File: src/rtl/ib_lut_pkg.sv
// Shared types, default geometry and the one-hot bank decode for the IB LUT loader.
package ib_lut_pkg;

  localparam int IB_QUAN_SIZE     = 3;
  localparam int IB_PAGE_NUM      = 16;
  localparam int IB_ADDR_BITWIDTH = 4;
  localparam int IB_BANK_NUM      = 4;
  localparam int IB_BANK_BITWIDTH = 2;

  // Decode is done at a fixed maximum width; callers cast down to BANK_NUM.
  localparam int ONEHOT_MAX      = 32;
  localparam int ONEHOT_IDX_BITS = 5;

  typedef enum logic [1:0] {
    IDLE = 2'd0,
    LOAD = 2'd1,
    DONE = 2'd2
  } state_t;

  function automatic logic [ONEHOT_MAX-1:0] bank_onehot(input logic [ONEHOT_IDX_BITS-1:0] idx);
    logic [ONEHOT_MAX-1:0] oh;
    oh      = '0;
    oh[idx] = 1'b1;
    return oh;
  endfunction

endpackage

File: src/rtl/ib_lut_addr_gen.sv
// Page/bank write counters for the LUT loader; page wraps into the next bank.
// Latency: counters update on the edge of each accepted entry.
// Backpressure: none of its own; advances only when the parent accepts an entry.
module ib_lut_addr_gen
  import ib_lut_pkg::*;
#(
  parameter int PAGE_NUM      = IB_PAGE_NUM,
  parameter int ADDR_BITWIDTH = IB_ADDR_BITWIDTH,
  parameter int BANK_NUM      = IB_BANK_NUM,
  parameter int BANK_BITWIDTH = IB_BANK_BITWIDTH
) (
  input  logic                     write_clk,
  input  logic                     rstn,
  input  logic                     clr,
  input  logic                     adv,
  output logic [ADDR_BITWIDTH-1:0] page,
  output logic [BANK_BITWIDTH-1:0] bank,
  output logic                     page_last,
  output logic                     last
);

  localparam logic [ADDR_BITWIDTH-1:0] PAGE_LAST = ADDR_BITWIDTH'(PAGE_NUM - 1);
  localparam logic [BANK_BITWIDTH-1:0] BANK_LAST = BANK_BITWIDTH'(BANK_NUM - 1);

  assign page_last = (page == PAGE_LAST);
  assign last      = page_last && (bank == BANK_LAST);

  always_ff @(posedge write_clk) begin
    if (!rstn || clr) begin
      page <= '0;
      bank <= '0;
    end else if (adv) begin
      if (page_last) begin
        page <= '0;
        // Bank saturates on the final entry so it never runs past the array.
        if (bank != BANK_LAST) begin
          bank <= bank + 1'b1;
        end
      end else begin
        page <= page + 1'b1;
      end
    end
  end

endmodule

File: src/rtl/ib_lut_load_ctrl.sv
// Loads a valid/ready stream of LUT entries into BANK_NUM banks and tracks complete banks.
// Latency: bank write strobe 1 cycle after handshake; bank_valid/done 2 cycles after.
// Backpressure: ready only while loading; no internal buffering, source stalls otherwise.
module ib_lut_load_ctrl
  import ib_lut_pkg::*;
#(
  parameter int QUAN_SIZE     = IB_QUAN_SIZE,
  parameter int PAGE_NUM      = IB_PAGE_NUM,
  parameter int ADDR_BITWIDTH = IB_ADDR_BITWIDTH,
  parameter int BANK_NUM      = IB_BANK_NUM,
  parameter int BANK_BITWIDTH = IB_BANK_BITWIDTH
) (
  input  logic                     write_clk,
  input  logic                     rstn,
  input  logic                     load_start_i,
  input  logic                     abort_i,
  input  logic [QUAN_SIZE-1:0]     lut_data_i,
  input  logic                     lut_valid_i,
  output logic                     lut_ready_o,
  output logic [QUAN_SIZE-1:0]     write_data_o,
  output logic [ADDR_BITWIDTH-1:0] write_addr_o,
  output logic [BANK_NUM-1:0]      we_o,
  output logic [BANK_NUM-1:0]      bank_valid_o,
  output logic                     busy_o,
  output logic                     done_o,
  output logic                     start_ignored_o
);

  state_t                   state, state_nxt;
  logic                     hs;
  logic                     start_acc;
  logic                     page_last;
  logic                     last;
  logic                     wr_page_last;
  logic [ADDR_BITWIDTH-1:0] page;
  logic [BANK_BITWIDTH-1:0] bank;

  // Abort outranks a same-cycle handshake, so that entry is never written.
  assign hs        = lut_ready_o && lut_valid_i && !abort_i;
  assign start_acc = (state == IDLE) && load_start_i;

  ib_lut_addr_gen #(
    .PAGE_NUM      (PAGE_NUM),
    .ADDR_BITWIDTH (ADDR_BITWIDTH),
    .BANK_NUM      (BANK_NUM),
    .BANK_BITWIDTH (BANK_BITWIDTH)
  ) u_addr_gen (
    .write_clk (write_clk),
    .rstn      (rstn),
    .clr       (start_acc),
    .adv       (hs),
    .page      (page),
    .bank      (bank),
    .page_last (page_last),
    .last      (last)
  );

  always_ff @(posedge write_clk) begin
    if (!rstn) begin
      state <= IDLE;
    end else begin
      state <= state_nxt;
    end
  end

  always_comb begin
    state_nxt   = state;
    lut_ready_o = 1'b0;
    busy_o      = 1'b0;
    unique case (state)
      IDLE: begin
        if (load_start_i) begin
          state_nxt = LOAD;
        end
      end
      LOAD: begin
        lut_ready_o = 1'b1;
        busy_o      = 1'b1;
        if (abort_i) begin
          state_nxt = IDLE;
        end else if (lut_valid_i && last) begin
          state_nxt = DONE;
        end
      end
      DONE: begin
        state_nxt = IDLE;
      end
      default: begin
        state_nxt = IDLE;
      end
    endcase
  end

  always_ff @(posedge write_clk) begin
    if (!rstn) begin
      write_data_o <= '0;
      write_addr_o <= '0;
      we_o         <= '0;
      wr_page_last <= 1'b0;
    end else begin
      we_o         <= '0;
      wr_page_last <= 1'b0;
      if (hs) begin
        write_data_o <= lut_data_i;
        write_addr_o <= page;
        we_o         <= BANK_NUM'(bank_onehot(ONEHOT_IDX_BITS'(bank)));
        wr_page_last <= page_last;
      end
    end
  end

  always_ff @(posedge write_clk) begin
    if (!rstn) begin
      bank_valid_o    <= '0;
      done_o          <= 1'b0;
      start_ignored_o <= 1'b0;
    end else begin
      done_o          <= (state == DONE);
      start_ignored_o <= load_start_i && (state != IDLE);
      // A bank becomes valid once the strobe for its final page has gone out.
      if (start_acc) begin
        bank_valid_o <= '0;
      end else if (wr_page_last) begin
        bank_valid_o <= bank_valid_o | we_o;
      end
    end
  end

endmodule

File: config.mk
export PLATFORM = sky130hd
export DESIGN_NAME = ib_lut_load_ctrl
export DESIGN_NICKNAME = d
export VERILOG_FILES = /design/src/rtl/ib_lut_pkg.sv /design/src/rtl/ib_lut_addr_gen.sv /design/src/rtl/ib_lut_load_ctrl.sv
export SDC_FILE = /design/constraint.sdc
export NUM_CORES = 1
export LEC_CHECK = 0
export CORE_MARGIN = 2
export CORE_UTILIZATION = 47
export CTS_BUF_LIST = sky130_fd_sc_hd__clkbuf_8 sky130_fd_sc_hd__clkbuf_16
export DETAILED_ROUTE_END_ITERATION = 10
export PLACE_DENSITY_LB_ADDON = 0.1
export SETUP_SLACK_MARGIN = 0.02
export SYNTH_ARGS = -nofsm -noshare
export SYNTH_HDL_FRONTEND = slang
export SYNTH_SLANG_ARGS = --single-unit
File: constraint.sdc
create_clock -name write_clk -period 1.8 [get_ports write_clk]
set_clock_uncertainty 0.15 [all_clocks]
set_input_delay 0.36 -clock write_clk [delete_from_list [all_inputs] [get_ports write_clk]]
set_output_delay 0.36 -clock write_clk [all_outputs]
set_load 0.1 [all_outputs]
Word-level counts from Yosys, hierarchy flattened
Index checks and enable logic that the tools add are counted.
- reductions and logical operators: 16
- add/sub/neg operators: 2
- bitwise logic cells: 2
- order comparisons: 2
- mux-type cells: 8
- equality and inequality tests: 7
- operators by type and width (kind ; number):
    $logic_and A1 B1 Y1 ; 7
    $lt A2 B6 Y1 const B ; 1
    $mux W2 ; 3
    $add A4 B1 Y4 const B ; 1
    $eq A2 B2 Y1 const B ; 2
    $eq A4 B4 Y1 const B ; 1
    $mux W4 ; 1
    $ne A2 B2 Y1 const B ; 2
    $or A4 B4 Y4 ; 1
    $pmux W2 S2 ; 1
    $reduce_and A2 Y1 ; 2
    $ne A3 B3 Y1 const B ; 1
    $reduce_and A3 Y1 ; 1
    $add A2 B1 Y2 const B ; 1
    $demux W1 S2 ; 1
    $eq A2 B1 Y1 const B ; 1
    $ge A2 B1 Y1 const B ; 1
    $logic_not A1 Y1 ; 2
    $logic_not A2 Y1 ; 1
    $mux W1 ; 2
    $reduce_bool A2 Y1 ; 1
    $reduce_or A2 Y1 ; 1
    $logic_or A1 B1 Y1 ; 1
    $not A1 Y1 ; 1
- flip-flop bits (word level): 26
- input port bits: 8
- logic and storage cells: 47
- output and inout bits: 19

Longest topological paths before layout
Gate-level depths: netlist of run 1.
- depth after elaboration: 6
- gate-level depth with buffers: 4
- gate-level depth less buffers: 4

Modules after synthesis
Synthesis of run 1 repeated with hierarchy kept, for this count alone.
- cells, all modules: 106
- area total of the unflattened synthesis: 1023.5 um^2
- by module, submodules not included (module ; instances ; area each (um^2) ; cells each ; sequential area each (um^2)):
    ib_lut_load_ctrl ; 1 ; 721.9 ; 73 ; 400.4
    ib_lut_addr_gen ; 1 ; 301.5 ; 33 ; 120.1

Worst setup path before layout of run 1
Ideal clock, no wire load.
- path type: flip-flop to output port
- start point: register state[0]
- end point: output port lut_ready_o
- stages on the path, launching flop included: 3
- path buffers: 1
- arrival time: 1558 ps
- path slack: -268 ps
- cell sequence: dfxtp_1 and2b_1 buf_4
- cells in the longest elaborated chain, start to end: 2
- ends and longest elaborated chain (item ; RTL line ; text):
    start: declaration ; ib_lut_load_ctrl.sv:29 ; state_t state, state_nxt;
    start signal: assignment ; ib_lut_load_ctrl.sv:62 ; state <= state_nxt;
    $eq A2 B1 Y1 ; -- ;
    $mux W1 ; -- ;
    end: declaration ; ib_lut_load_ctrl.sv:19 ; output logic lut_ready_o,
Every way passes these cells.

Final worst setup path of run 1
- start point: register state[1]
- end point: output port lut_ready_o
- cells in the longest elaborated chain, start to end: 2
- ends and longest elaborated chain (item ; RTL line ; text):
    $eq A2 B1 Y1 ; ib_lut_load_ctrl.sv:70 ; unique case (state)
    $mux W1 ; ib_lut_load_ctrl.sv:70 ;
Every way passes these cells.

==> flow_metrics.tcl, run 1 <==
set metrics [dict create \
    root_buffer "clkbuf_8" \
    die_w_um 51.4 \
    dp_hpwl_mm 1.65 \
    syn_area_mm2 0.00106 \
    p_clk_share_pct 33.8 \
    routed_wl_mm 2.12 \
    slowest_delay_ns 0.43 \
    grt_pass1_vias 857 \
    die_area_mm2 0.00265 \
    holdPathStages 2 \
    post-route-period-util_pct 93.4 \
    post_cts_resized 0 \
    yosysTopAreaCell "dfxtp_1" \
    start_util_pct 48.7 \
    cp.arrival_ns 1.17 \
    irDropWorstVdd_uv 662 \
    synthDistinctLibCells 30 \
    vias_per_cell 5.12 \
    grt.overflow.total 0 \
    rrSetupSlack_ns 0.23 \
    drtIter0Drc 10 \
    post-cts-setup-buffers 0 \
    numCtsBuffers 3 \
    regArea_um2 520 \
    hold_end "write_addr_o[3]" \
    rsz0062_at_grt "false" \
    critPathRequiredTime_ns 1.29 \
    wl_per_cell_um 12.6 \
    drc 0 \
    synth_fa_ha_area_share_pct 5.92 \
    layout-drive-gt1-share_pct 25.0 \
    grt_max_degree 20 \
    p_seq_share_pct 54.3 \
    layout.cells.non_filler 168 \
    synthXorXnorAreaFrac_pct 0 \
    cts_hold_buf 0 \
    fin_crit_ns 1.68 \
    clockBufferDepth 2 \
    syn_nets 123 \
    r2r-start "u_addr_gen.page[1]" \
    ant_nets 0 \
    endpoint_kind "output port" \
    ys_ff_latch 26 \
    cts.sinks 26 \
    ys_seq_area_share_pct 49.2 \
    hold_slack_ns 0.349 \
    io_buffer_count 26 \
    nFillCells 170 \
    placed_cells 164 \
    htreeDepth 1 \
    antenna_cells 0 \
    synth-simple-area-share_pct 24.9 \
    worst_skew_pair.late_latency_ns 0.27 \
    clkTransAtPathRegs_ns 0.08 \
    area_growth_pct 52.1 \
    first_pass_iters 4 \
    finalMaxSlewViolations 0 \
    multi_input_area_um2 498 \
    io_pins 27 \
    num_rows 17 \
    synth_mux_area_share_pct 1.89 \
    switchingPower_uw 250 \
    r2r-end "u_addr_gen.bank[1]" \
    core_mm2 0.00217 \
    die_y_um 51.4 \
    antenna_found_initial 0 \
    min_path_type "reg -> reg" \
    cp_max_fo 7 \
    globalplace.congestion 0.750 \
    grt_usage_pct 18.6 \
    p_leak_nw 0.608 \
    setup_viol 0 \
    power_frac_comb_pct 11.9 \
    avgSynthCellArea_um2 9.61 \
    dr_total_vias 860 \
    slew_headroom_pct 80.9 \
    drv_cap 0 \
    hold_path.startpoint "write_addr_o[3]" \
    swShare_pct 23.2 \
    crit_type "reg -> out" \
    worstMarginPinSlew_ns 0.286 \
    worst-path-buf-inv 1 \
    hold_viol_final 0 \
    synth_top_area_share_pct 49.2 \
    slowest_stage "dfxtp_1" \
    pwr_density_cell_mw_per_mm2 670 \
    ff2ff_path_depth 4 \
    synth_top_family_by_area "simple AND/OR/NAND/NOR gates" \
    synth_compound_area_share_pct 14.3 \
    startpoint "state[1]" \
    synth_warnings 0 \
    status "complete, no violations" \
    max_freq_mhz 595 \
    crit_chain "and2b_2 -> buf_12" \
    internal_power_uw 828 \
    grt_pass1_wl_mm 3.62 \
    startpoint_type "register" \
    nets 154 \
    synthTopCellsByArea "dfxtp_1 (49%), nand2_1 (7.1%), ha_1 (5.9%)" \
    tritoncts "built" \
    syn_inst 110 \
    critPathTopFamily "flip-flops" \
]
[synthesized netlist by cell type]
cell        n
a21boi_0    5
a21boi_1    3
a21oi_1     8
a311oi_2    1
a41oi_2     1
and2b_1     1
and3_1      3
and3b_1     1
and4bb_4    1
buf_2       2
buf_4       2
clkbuf_1    1
dfxtp_1    26
ha_1        5
inv_1       3
mux2i_1     2
nand2_1    20
nand2_4     1
nand2b_1    2
nand3_1     6
nand3b_1    1
nand4bb_1   1
nor2_1      5
nor2b_1     2
nor3_2      1
nor3b_1     1
o211a_1     1
o21ai_0     2
or3_1       1
or3b_2      1
[tightest hold or removal path: stages, from the launching register on]
cell      delay [ns]
dfxtp_1         0.34
nand2_1         0.06
a21boi_1        0.05
[layout by cell type, fill, tap and decap left out, types with 2 or more instances in the layout]
master           instances
buf_4                    5
nand2_1                 20
nand3_1                  6
o21ai_0                  2
a21boi_0                 5
clkbuf_8                 4
a21oi_1                  8
nor2_1                   5
inv_1                    3
buf_12                  19
ha_1                     5
nor2b_1                  2
dfxtp_1                 26
clkdlybuf4s50_1          7
mux2i_1                  2
and3_1                   3
nand2b_1                 2
a21boi_1                 3
[stage by stage]
stage | utilization (%) | setup slack [ns] | total power, mW | TNS (ns) | instance area [um^2]
finish | 74.1 | 0.120 | 1.08 | 0 | 1610
global route | 74.1 | 0.0562 | 1.12 | 0 | 1610
CTS | 74.1 | 0.112 | 1.09 | 0 | 1610
detailed placement | 71.6 | -0.0776 | 0.727 | -0.692 | 1550
global placement | 71.6 | -0.0560 | 0.725 | -0.456 | 1550
floorplan | - | 0.0311 | 0.674 | 0 | 1060
[registers in the layout, indices dropped and copies added, names as in the netlist]
register,cells
we_o,4
u_addr_gen.page,4
wr_page_last,1
write_data_o,3
write_addr_o,4
u_addr_gen.bank,2
done_o,1
bank_valid_o,4
state,2
start_ignored_o,1
[power by group through the flow]
stage	Combinational (mW)	Sequential, mW	Clock, mW
3_3_place_gp	0.127	0.598	0
5_1_grt	0.135	0.586	0.396
3_5_place_dp	0.129	0.599	0
4_1_cts	0.129	0.585	0.373
2_1_floorplan	0.0590	0.615	0
6_report	0.128	0.585	0.365
[logic make-up after synthesis]
logic type	count (synthesis)
simple gates	48
compound gates	21
mux	2
fa+ha+maj	5
buf+inv	8
flops	26
[layer usage]
metal | up-vias | GRT usage [%] | wire length (um)
li1 | 430 | - | -
met1 | 410 | 22.3 | 917
met2 | 16 | 31.6 | 1100
met3 | 4 | 3.51 | 66
met4 | 0 | 9.21 | 35
met5 | - | 0 | 0
[area by class of cell]
cell class | count | share of cell area [%]
sequential | 26 | 32.4
multi-input combinational | 76 | 31.0
timing repair buffer | 31 | 30.4
clock buffer | 4 | 3.42
tap | 28 | 2.18
inverter | 3 | 0.700
[worst max path at each step]
| stage | endpoint | cells after the start | slack [ns] |
|---|---|---|---|
| detailed placement | bank_valid_o[2] | 4 | -0.08 |
| global route | lut_ready_o | 2 | 0.06 |
| floorplan | lut_ready_o | 2 | 0.03 |
| CTS | lut_ready_o | 2 | 0.11 |
| global placement | u_addr_gen.page[3] | 4 | -0.06 |
| finish | lut_ready_o | 2 | 0.12 |
Power figures use the tool's default switching activity.
==> run 2, diff against run 1 <==
- REMOVE_ABC_BUFFERS: default -> 1
==> flow_metrics.tcl, run 2 (synthesis results as in run 1) <==
set metrics [dict create \
    clockBufferDepth 2 \
    io_pins 27 \
    cp.arrival_ns 1.19 \
    slowest_delay_ns 0.44 \
    ant_nets 0 \
    internal_power_uw 934 \
    fin_crit_ns 1.70 \
    startpoint_type "register" \
    status "complete, no violations" \
    post-cts-setup-buffers 0 \
    start_util_pct 48.7 \
    rrSetupSlack_ns 0.24 \
    globalplace.congestion 0.740 \
    tritoncts "built" \
    die_w_um 51.4 \
    layout-drive-gt1-share_pct 26.6 \
    post_cts_resized 0 \
    numCtsBuffers 3 \
    routed_wl_mm 2.34 \
    critPathRequiredTime_ns 1.29 \
    hold_viol_final 0 \
    antenna_found_initial 0 \
    root_buffer "clkbuf_8" \
    min_path_type "reg -> reg" \
    first_pass_iters 4 \
    nets 157 \
    hold_slack_ns 0.344 \
    power_frac_comb_pct 11.1 \
    drv_cap 0 \
    grt_max_degree 20 \
    top_layer_used "met4" \
    irDropWorstVdd_uv 553 \
    crit_chain "and2b_2 -> buf_12" \
    htreeDepth 1 \
    wl_per_cell_um 13.7 \
    mostFrequentLayoutCells "dfxtp_1 (26), nand2_1 (20), buf_12 (19)" \
    slowest_stage "dfxtp_1" \
    p_clk_share_pct 40.1 \
    vias_per_cell 5.15 \
    num_rows 17 \
    worstMarginPinSlew_ns 0.255 \
    swShare_pct 22.2 \
    drtIter0Drc 13 \
    dr_total_vias 881 \
    setup_viol 0 \
    p_leak_nw 0.628 \
    drt-met1-wl_um 989 \
    p_seq_share_pct 48.7 \
    drc 0 \
    cts_hold_buf 0 \
    core_mm2 0.00217 \
    wl_met3_um 114 \
    die_y_um 51.4 \
    grt_pass1_wl_mm 4.06 \
    cts.sinks 26 \
    die_area_mm2 0.00265 \
    io_buffer_count 26 \
    clkTransAtPathRegs_ns 0.09 \
    setup_slack_ns 0.104 \
    max_freq_mhz 589 \
    wl_met2_mm 1.22 \
    post-place-ws_ns -0.0954 \
    dp_hpwl_mm 1.73 \
    pwr_density_cell_mw_per_mm2 729 \
    cp_max_fo 7 \
    worst_skew_pair.late_latency_ns 0.27 \
    grt.overflow.total 0 \
    rsz0062_at_grt "false" \
    finalMaxSlewViolations 0 \
    area_growth_pct 55.7 \
    slew_headroom_pct 82.8 \
    switchingPower_uw 267 \
    crit_type "reg -> out" \
    antenna_cells 0 \
    endpoint_kind "output port" \
    final_common_cell "dfxtp_1" \
    post-route-period-util_pct 94.2 \
    grt_pass1_vias 903 \
    grt_usage_pct 20.7 \
]
run 2: final cells by class:
cell class                      count  area, um^2
Clock buffer                        3        41.3
Inverter                            3        11.3
Timing Repair Buffer               34         510
Multi-Input combinational cell     76         498
Fill cell                         160         523
Sequential cell                    26         520
Tap cell                           28        35.0
Clock inverter                      1        30.0
run 2: worst max-delay path, delay by kind of cell, from the launching register on:
family,cells,cell delay (ns)
flip-flops,1,0.44
buffers and inverters,1,0.18
AND/OR/NAND/NOR,1,0.30
run 2: power groups by stage:
stage	logic (mW)	clock network, mW	registers [mW]
after floorplan	0.0498	0	0.615
after global placement	0.130	0	0.599
after detailed placement	0.132	0	0.599
after CTS	0.133	0.482	0.585
after global routing	0.142	0.506	0.586
final	0.134	0.482	0.585
run 2: worst paths after layout:
path                                         start                 end  depth (start not counted)
worst min register to register     write_data_o[0]     write_data_o[0]                          2
worst min-delay path               write_data_o[0]     write_data_o[0]                          2
worst max register to register  u_addr_gen.page[0]  u_addr_gen.bank[0]                          4
worst max-delay path                      state[1]         lut_ready_o                          2
run 2: per-layer routing:
| metal | vias to the layer above | GRT usage [%] |
|---|---|---|
| met5 | - | 0 |
| met4 | 0 | 7.89 |
| met3 | 2 | 4.39 |
| met2 | 24 | 35.7 |
| met1 | 418 | 25.0 |
| li1 | 437 | - |
run 2: stage by stage:
step,cells,setup TNS (ns),cell area [um^2],utilization (%),power [mW]
2_1_floorplan,105,-1.91,1030,-,0.665
3_3_place_gp,167,-0.354,1570,72.5,0.729
3_5_place_dp,167,-0.947,1570,72.5,0.731
4_1_cts,171,0,1650,75.8,1.20
5_1_grt,171,0,1650,75.9,1.23
6_report,171,0,1650,75.9,1.20
==> run 3, diff against run 2 <==
--- a/config.mk
+++ b/config.mk
@@ -11,3 +11,4 @@
 export DETAILED_ROUTE_END_ITERATION = 10
-export PLACE_DENSITY_LB_ADDON = 0.1
+export HOLD_SLACK_MARGIN = 0.12
+export PLACE_DENSITY = 0.77
 export REMOVE_ABC_BUFFERS = 1
--- a/constraint.sdc
+++ b/constraint.sdc
@@ -4,2 +4,2 @@
 set_output_delay 0.36 -clock write_clk [all_outputs]
-set_load 0.1 [all_outputs]
+set_load 0.05 [all_outputs]
==> flow_metrics.tcl, run 3 (synthesis results as in run 1) <==
set metrics [dict create \
    status "complete, no violations" \
    r2r-start "u_addr_gen.page[0]" \
    total_power_mw 1.15 \
    layout-drive-gt1-share_pct 26.4 \
    grt_pass1_wl_mm 3.26 \
    worst_skew_pair.late_latency_ns 0.26 \
    grt.overflow.total 0 \
    first_pass_iters 4 \
    min_path_type "reg -> reg" \
    setup_slack_ns 0.126 \
    htreeDepth 1 \
    finalMaxSlewViolations 0 \
    slowest_delay_ns 0.44 \
    use_met2_pct 26.7 \
    vias_per_cell 4.90 \
    clkTransAtPathRegs_ns 0.09 \
    drtIter0Drc 16 \
    hold_end "write_addr_o[3]" \
    tns_ns 0 \
    r2r-end "u_addr_gen.bank[0]" \
    num_rows 17 \
    antenna_cells 0 \
    drv_cap 0 \
    post-cts-setup-buffers 0 \
    grt_usage_pct 16.5 \
    start_util_pct 48.7 \
    post_cts_resized 0 \
    grt_max_degree 20 \
    post-place-ws_ns -0.0537 \
    multi_input_area_um2 497 \
    crit_chain "and2b_1 -> buf_12" \
    p_seq_share_pct 50.6 \
    area_growth_pct 36.2 \
    dr_total_vias 842 \
    power_frac_comb_pct 9.1 \
    fin_crit_ns 1.67 \
    ant_nets 0 \
    ff2ff_path_depth 4 \
    worstMarginPinSlew_ns 0.316 \
    grt_pass1_vias 769 \
    max_freq_mhz 598 \
    numCtsBuffers 3 \
    holdPathStages 2 \
    startpoint_type "register" \
    crit_type "reg -> out" \
    use_met3_pct 2.63 \
    wl_per_cell_um 11.3 \
    nets 158 \
    tritoncts "built" \
    endpoint_kind "output port" \
    hold_viol_final 0 \
    p_leak_nw 0.587 \
    busiest_layer "met2" \
    setup_viol 0 \
    post-route-period-util_pct 93.0 \
    cp.arrival_ns 1.16 \
    core_mm2 0.00217 \
    io_pins 27 \
    dp_hpwl_mm 1.47 \
    critPathRequiredTime_ns 1.29 \
    cp_max_fo 8 \
    slew_headroom_pct 78.9 \
    root_buffer "clkbuf_8" \
    routed_wl_mm 1.94 \
    io_buffer_count 26 \
    slowest_stage "dfxtp_1" \
    die_y_um 51.4 \
    drc 0 \
    die_w_um 51.4 \
    rsz0062_at_grt "false" \
    globalplace.congestion 0.742 \
    nFillCells 187 \
    p_clk_share_pct 40.3 \
    fin_util_pct 66.4 \
    die_area_mm2 0.00265 \
    hold_path.startpoint "write_addr_o[3]" \
    cts.sinks 26 \
    swShare_pct 19.7 \
    switchingPower_uw 227 \
    irDropWorstVdd_uv 796 \
    use_met1_pct 21.8 \
    regArea_um2 520 \
    rrSetupSlack_ns 0.26 \
    pwr_density_cell_mw_per_mm2 801 \
    internal_power_uw 927 \
    cts_hold_buf 0 \
    clockBufferDepth 2 \
    antenna_found_initial 0 \
    mostFrequentLayoutCells "dfxtp_1 (26), buf_4 (26), nand2_1 (20)" \
]
==> run 3: changes by cell type in the layout (fill, tap and decap cells not counted), sizes merged <==
cell,delta
buf,+1
==> run 3: worst max-delay path by stage <==
| stage | slack [ns] | start | end | depth (start not counted) |
|---|---|---|---|---|
| 3_3_place_gp | -0.03 | load_start_i | u_addr_gen.page[3] | 4 |
| 5_1_grt | 0.05 | state[0] | busy_o | 2 |
| 3_5_place_dp | -0.05 | abort_i | u_addr_gen.page[2] | 5 |
| 6_report | 0.13 | state[0] | busy_o | 2 |
| 4_1_cts | 0.12 | state[0] | busy_o | 2 |
| 2_1_floorplan | 0.07 | state[0] | state[1] | 3 |
==> run 3: metal layers <==
layer | share of wire, % | vias to the layer above
li1 | - | 439
met1 | 48 | 387
met2 | 48 | 14
met3 | 3.3 | 2
met4 | 0.77 | 0
met5 | 0 | -
==> run 3: cell type report <==
class,count,share of cell area (%)
Tap cell,28,2.43
Clock buffer,3,2.87
Sequential cell,26,36.1
Inverter,3,0.782
Multi-Input combinational cell,76,34.5
Timing Repair Buffer,35,21.2
Clock inverter,1,2.09
==> run 3: metrics by stage <==
stage               area [um^2]  hold WS (ns)  instances
finish                     1440         0.305        172
global route               1440         0.347        172
CTS                        1440         0.308        172
detailed placement         1370         0.296        168
global placement           1370         0.293        168
floorplan                  1030         0.293        105
==> run 3: critical path: cells and delay by family, from the launching register on <==
family | cells | cell delay, ns
and+or+nand+nor | 1 | 0.29
DFF | 1 | 0.44
buffers and inverters | 1 | 0.17
==> run 3: power groups by stage <==
| stage | clock network [mW] | registers [mW] | logic [mW] |
|---|---|---|---|
| after floorplan | 0 | 0.606 | 0.0374 |
| after global placement | 0 | 0.597 | 0.103 |
| after detailed placement | 0 | 0.597 | 0.105 |
| after CTS | 0.481 | 0.584 | 0.105 |
| after global routing | 0.500 | 0.585 | 0.112 |
| final | 0.466 | 0.584 | 0.105 |
